[src/rtl/adder_pkg.sv]
// Shared definitions for the bit-serial adder: FSM encoding and mode constants.
package adder_pkg;

  typedef enum logic [1:0] {
    IDLE = 2'd0,
    RUN  = 2'd1,
    DONE = 2'd2
  } state_t;

  localparam logic ADD = 1'b0;
  localparam logic SUB = 1'b1;

endpackage

[src/rtl/fa_cell.sv]
// Single combinational full-adder bit, reused every cycle by the serial adder.
module fa_cell (
  input  logic x,
  input  logic y,
  input  logic ci,
  output logic s,
  output logic co
);

  assign s  = x ^ y ^ ci;
  assign co = (x & y) | (ci & (x ^ y));

endmodule

[src/rtl/serial_adder.sv]
// Bit-serial adder/subtractor: one full-adder cell processes WIDTH bits LSB
// first behind a start/done handshake, reporting carry-out and signed overflow.
module serial_adder
  import adder_pkg::*;
#(
  parameter int WIDTH = 8
) (
  input  logic             clk,
  input  logic             rst_n,
  input  logic             start,
  input  logic             sub,
  input  logic [WIDTH-1:0] a,
  input  logic [WIDTH-1:0] b,
  input  logic             cin,
  output logic             busy,
  output logic             done,
  output logic [WIDTH-1:0] sum,
  output logic             cout,
  output logic             ovf
);

  localparam int CW = $clog2(WIDTH);
  localparam logic [CW-1:0] LAST = CW'(WIDTH - 1);

  state_t           state;
  state_t           state_nx;
  logic             load;
  logic [WIDTH-1:0] a_sh;
  logic [WIDTH-1:0] b_sh;
  logic             carry;
  logic [CW-1:0]    cnt;
  logic             last_bit;
  logic             fa_s;
  logic             fa_co;

  assign last_bit = (cnt == LAST);

  fa_cell u_fa (
    .x  (a_sh[0]),
    .y  (b_sh[0]),
    .ci (carry),
    .s  (fa_s),
    .co (fa_co)
  );

  // Next-state logic; load marks the edge on which new operands are accepted.
  always_comb begin
    state_nx = state;
    load     = 1'b0;
    case (state)
      IDLE: begin
        if (start) begin
          load     = 1'b1;
          state_nx = RUN;
        end
      end
      RUN: begin
        if (last_bit) state_nx = DONE;
      end
      DONE: begin
        if (start) begin
          load     = 1'b1;
          state_nx = RUN;
        end else begin
          state_nx = IDLE;
        end
      end
      default: state_nx = IDLE;
    endcase
  end

  // State register.
  always_ff @(posedge clk or negedge rst_n) begin
    if (!rst_n) state <= IDLE;
    else        state <= state_nx;
  end

  // Operand/result shift registers, carry flop, bit counter and final flags.
  always_ff @(posedge clk or negedge rst_n) begin
    if (!rst_n) begin
      a_sh  <= '0;
      b_sh  <= '0;
      carry <= 1'b0;
      cnt   <= '0;
      sum   <= '0;
      cout  <= 1'b0;
      ovf   <= 1'b0;
    end else if (load) begin
      a_sh  <= a;
      b_sh  <= (sub == SUB) ? ~b : b;
      carry <= (sub == SUB) ? 1'b1 : cin;
      cnt   <= '0;
    end else if (state == RUN) begin
      sum   <= {fa_s, sum[WIDTH-1:1]};
      carry <= fa_co;
      a_sh  <= a_sh >> 1;
      b_sh  <= b_sh >> 1;
      if (last_bit) begin
        cout <= fa_co;
        ovf  <= carry ^ fa_co;
      end else begin
        cnt <= cnt + 1'b1;
      end
    end
  end

  // Handshake flags registered from the next state so they align with it.
  always_ff @(posedge clk or negedge rst_n) begin
    if (!rst_n) begin
      busy <= 1'b0;
      done <= 1'b0;
    end else begin
      busy <= (state_nx == RUN);
      done <= (state_nx == DONE);
    end
  end

endmodule

[config.mk]
export PLATFORM = sky130hd
export DESIGN_NAME = serial_adder
export DESIGN_NICKNAME = d
export VERILOG_FILES = /design/src/rtl/adder_pkg.sv /design/src/rtl/fa_cell.sv /design/src/rtl/serial_adder.sv
export SDC_FILE = /design/constraint.sdc
export NUM_CORES = 1
export LEC_CHECK = 0
export BUFFER_PORTS_ARGS = -buffer_cell sky130_fd_sc_hd__clkbuf_2
export CORE_UTILIZATION = 53
export CTS_CLUSTER_DIAMETER = 30
export DETAILED_ROUTE_END_ITERATION = 7
export GPL_TIMING_DRIVEN = 0
export PLACE_DENSITY = 0.78
export SYNTH_ARGS = -nofsm -noshare
export SYNTH_HDL_FRONTEND = slang
export SYNTH_SLANG_ARGS = --single-unit
export TNS_END_PERCENT = 10
[constraint.sdc]
create_clock -name clk -period 1.6 [get_ports clk]
set_input_delay 0.32 -clock clk [delete_from_list [all_inputs] [get_ports clk]]
set_output_delay 0.32 -clock clk [all_outputs]
set_load 0.05 [all_outputs]
==> impl_metrics.py <==
metrics = {
    "logic_synthesis": {
        "mappedNetlistArea_sq_um": 1540,
        "ys_types": 25,
        "syn_inst": 163,
        "yosysWarnings": 0,
        "yosysSeqAreaShare": 0.554,
        "yosysTopAreaCell": "dfrtp_1",
        "synth_nets": 187,
        "yosys-top-cells-area": "dfrtp_1 (55%), nand2_1 (14%), a31oi_1 (5.3%)",
        "ys_ff_latch": 34,
        "synth_top_area_share": 0.554,
        "synth_area_per_cell_sq_um": 9.43,
    },
    "timing": {
        "maxSlewViolCount": 0,
        "tightest_slew_ns": 0.833,
        "final_hold_viol_count": 0,
        "slew_headroom": 0.445,
        "setup_viol": 0,
        "post-route-period-util": 0.976,
        "maxClockFrequency_mhz": 640,
        "finClkSkew_ns": 0.0123,
        "finalCriticalPeriod_ns": 1.56,
    },
    "job": {
        "cap_violations": 0,
    },
    "critical_path": {
        "critPathCaptureType": "flop",
        "r2r_start": "cnt[0]",
        "cp.arrival_ns": 1.79,
        "r2r_setup_slack_ns": 0.04,
        "worstPathMaxFanout": 6,
        "crit_type": "flop to flop",
        "reg2reg_depth": 5,
        "startpoint_type": "flop",
        "required_ns": 1.82,
        "reg2reg_to": "cnt[0]",
    },
    "power": {
        "power_mw": 4.02,
        "ir_drop_mv": 1.65,
        "leakage_nw": 0.953,
        "power.density_nw_per_um2": 2200,
    },
    "clock_tree": {
        "cts_max_level": 2,
        "postCtsHoldBufs": 0,
        "cts.clk_slew.worst_paths_ns": 0.10,
        "cts.sinks": 34,
        "numCtsBuffers": 5,
        "clock_path_buffers": 2,
        "cts_tree": "done",
        "root_buffer": "clkbuf_4",
        "clkLatencyLatePin_ns": 0.33,
    },
    "global_routing": {
        "grt_use_total": 0.205,
        "gr-total-overflow": 0,
        "antenna_found_initial": 0,
        "grt_max_degree": 35,
        "grt_pass1_vias": 1146,
        "grt_pass1_wl_um": 4820,
    },
    "worst_hold_path": {
        "min-delay-path-class": "input port to async pin",
    },
    "detailed_routing": {
        "postRouteAntennaNets": 0,
        "routedWlPerCell_um": 12.7,
        "initialDrtViolationCount": 62,
        "firstDrtPassIters": 5,
        "avgViaCountPerCell": 5.17,
        "wl_um": 2980,
        "post-route-drc-count": 0,
        "vias": 1216,
    },
    "placed_design": {
        "dp.cells": 225,
        "hpwl_um": 2080,
        "io_buffers": 31,
        "gp_congestion": 0.726,
    },
    "die": {
        "die_h_um": 55.8,
        "die-area_sq_um": 3120,
        "die_w_um": 55.8,
        "row_count": 19,
        "pin_count": 33,
        "fp.coreArea_sq_um": 2760,
        "start_util": 0.557,
    },
    "finish": {
        "layout-drive-gt1-share": 0.255,
        "area_growth_pct": 18.8,
        "nets": 227,
        "n_antenna_cell": 0,
        "final_cells": 235,
    },
    "outcome": {
        "status": "finished, final reports clean",
    },
}
[layer usage]
layer	GRT usage	share of wire	vias up
met5	0	0	-
met4	0.0801	0.020	0
met3	0.0744	0.047	7
met2	0.336	0.51	41
met1	0.248	0.42	564
li1	-	-	604
[report_power, final]
group / switching, mW / leakage [nW] / internal (mW) / total (mW)
clock: 0.272 / 0.0395 / 0.332 / 0.604
sequential: 0.250 / 0.421 / 1.26 / 1.51
combinational: 1.22 / 0.493 / 0.686 / 1.91
total: 1.74 / 0.953 / 2.28 / 4.02
[how the worst max path moves through the flow]
stage | start | slack (ns) | depth (start not counted) | endpoint
finish | cnt[0] | 0.04 | 5 | cnt[0]
global route | cnt[0] | -0.01 | 5 | cnt[0]
CTS | cnt[0] | 0.009 | 5 | cnt[0]
detailed placement | cnt[0] | 0.008 | 5 | cnt[0]
global placement | cnt[0] | 0.05 | 5 | cnt[0]
floorplan | cnt[0] | 0.11 | 5 | cnt[0]
[cell usage in the layout, fill, tap and decap left out, types with 2 or more instances in the layout]
| master | netlist | layout |
|---|---|---|
| nor2_1 | 17 | 16 |
| mux2_2 | 2 | 2 |
| dfrtp_1 | 34 | 34 |
| clkbuf_2 | 0 | 31 |
| a31oi_1 | 13 | 13 |
| clkbuf_4 | 0 | 5 |
| nor2b_1 | 2 | 2 |
| buf_4 | 3 | 5 |
| nand2_1 | 58 | 58 |
| buf_2 | 4 | 4 |
| clkbuf_1 | 0 | 2 |
| xor2_1 | 8 | 8 |
| inv_1 | 4 | 4 |
| o21ai_0 | 3 | 3 |
[cell families (layout without fill, tap and decap cells)]
kind of cell | after synthesis | in the layout | synth area share
fa+ha+maj | 3 | 3 | 0.0293
mux | 2 | 2 | 0.0147
simple gates | 82 | 82 | 0.221
xor+xnor | 9 | 9 | 0.0513
buf+inv | 13 | 54 | 0.0472
flops | 34 | 34 | 0.554
compound gates | 20 | 20 | 0.0831
[synth_stat cells]
master	count
xnor2_1	1
fa_1	1
a21oi_1	1
a22o_1	1
nand2_1	58
nor2_1	17
nand3b_1	1
ha_1	2
mux2_2	2
o21ai_0	3
buf_1	1
buf_6	1
a31oi_1	13
nor2b_1	2
a22oi_1	1
nor3b_4	1
inv_1	4
or2b_1	1
buf_4	3
a221o_1	1
nand3_1	1
nand2b_1	1
xor2_1	8
dfrtp_1	34
buf_2	4
[registers in the layout, summed over array words and instances (netlist names)]
register	count
ovf	1
sum	8
cnt	3
state	2
done	1
carry	1
busy	1
a_sh	8
b_sh	8
cout	1
[metrics by stage]
| step | instance area, sq um | util | setup slack (ns) | hold WS, ns | setup TNS, ns |
|---|---|---|---|---|---|
| after floorplan | 1540 | - | 0.111 | 0.0244 | 0 |
| after global placement | 1730 | 0.627 | 0.0465 | 0.443 | 0 |
| after detailed placement | 1730 | 0.627 | 0.00779 | 0.458 | 0 |
| after CTS | 1810 | 0.655 | 0.00897 | 0.0931 | 0 |
| after global routing | 1830 | 0.662 | -0.0132 | 0.114 | -0.0132 |
| final | 1830 | 0.662 | 0.0377 | 0.0765 | 0 |
[critical path: stages, from the launching register on]
cell	delay, ns
dfrtp_1	0.40
ha_1	0.20
ha_2	0.19
nor3b_4	0.30
nor2_2	0.08
mux2_2	0.28
[final cells by class]
type                       count  area, sq um
fill                         247          932
timing repair buffer          33          170
multi-input combinational    116          618
buffer                         9         57.6
clock inverter                 1         30.0
clock buffer                   7         45.0
sequential                    34          851
tap                           31         38.8
inverter                       4         15.0
[repair_timing]
item / in CTS / in global routing
gates resized for setup: 0 / 2
endpoints found under the setup margin: 1 / 1
pin swaps: 1 / 1
buffers inserted: 0 / 2
No activity file was read; power rests on OpenSTA's default activity.
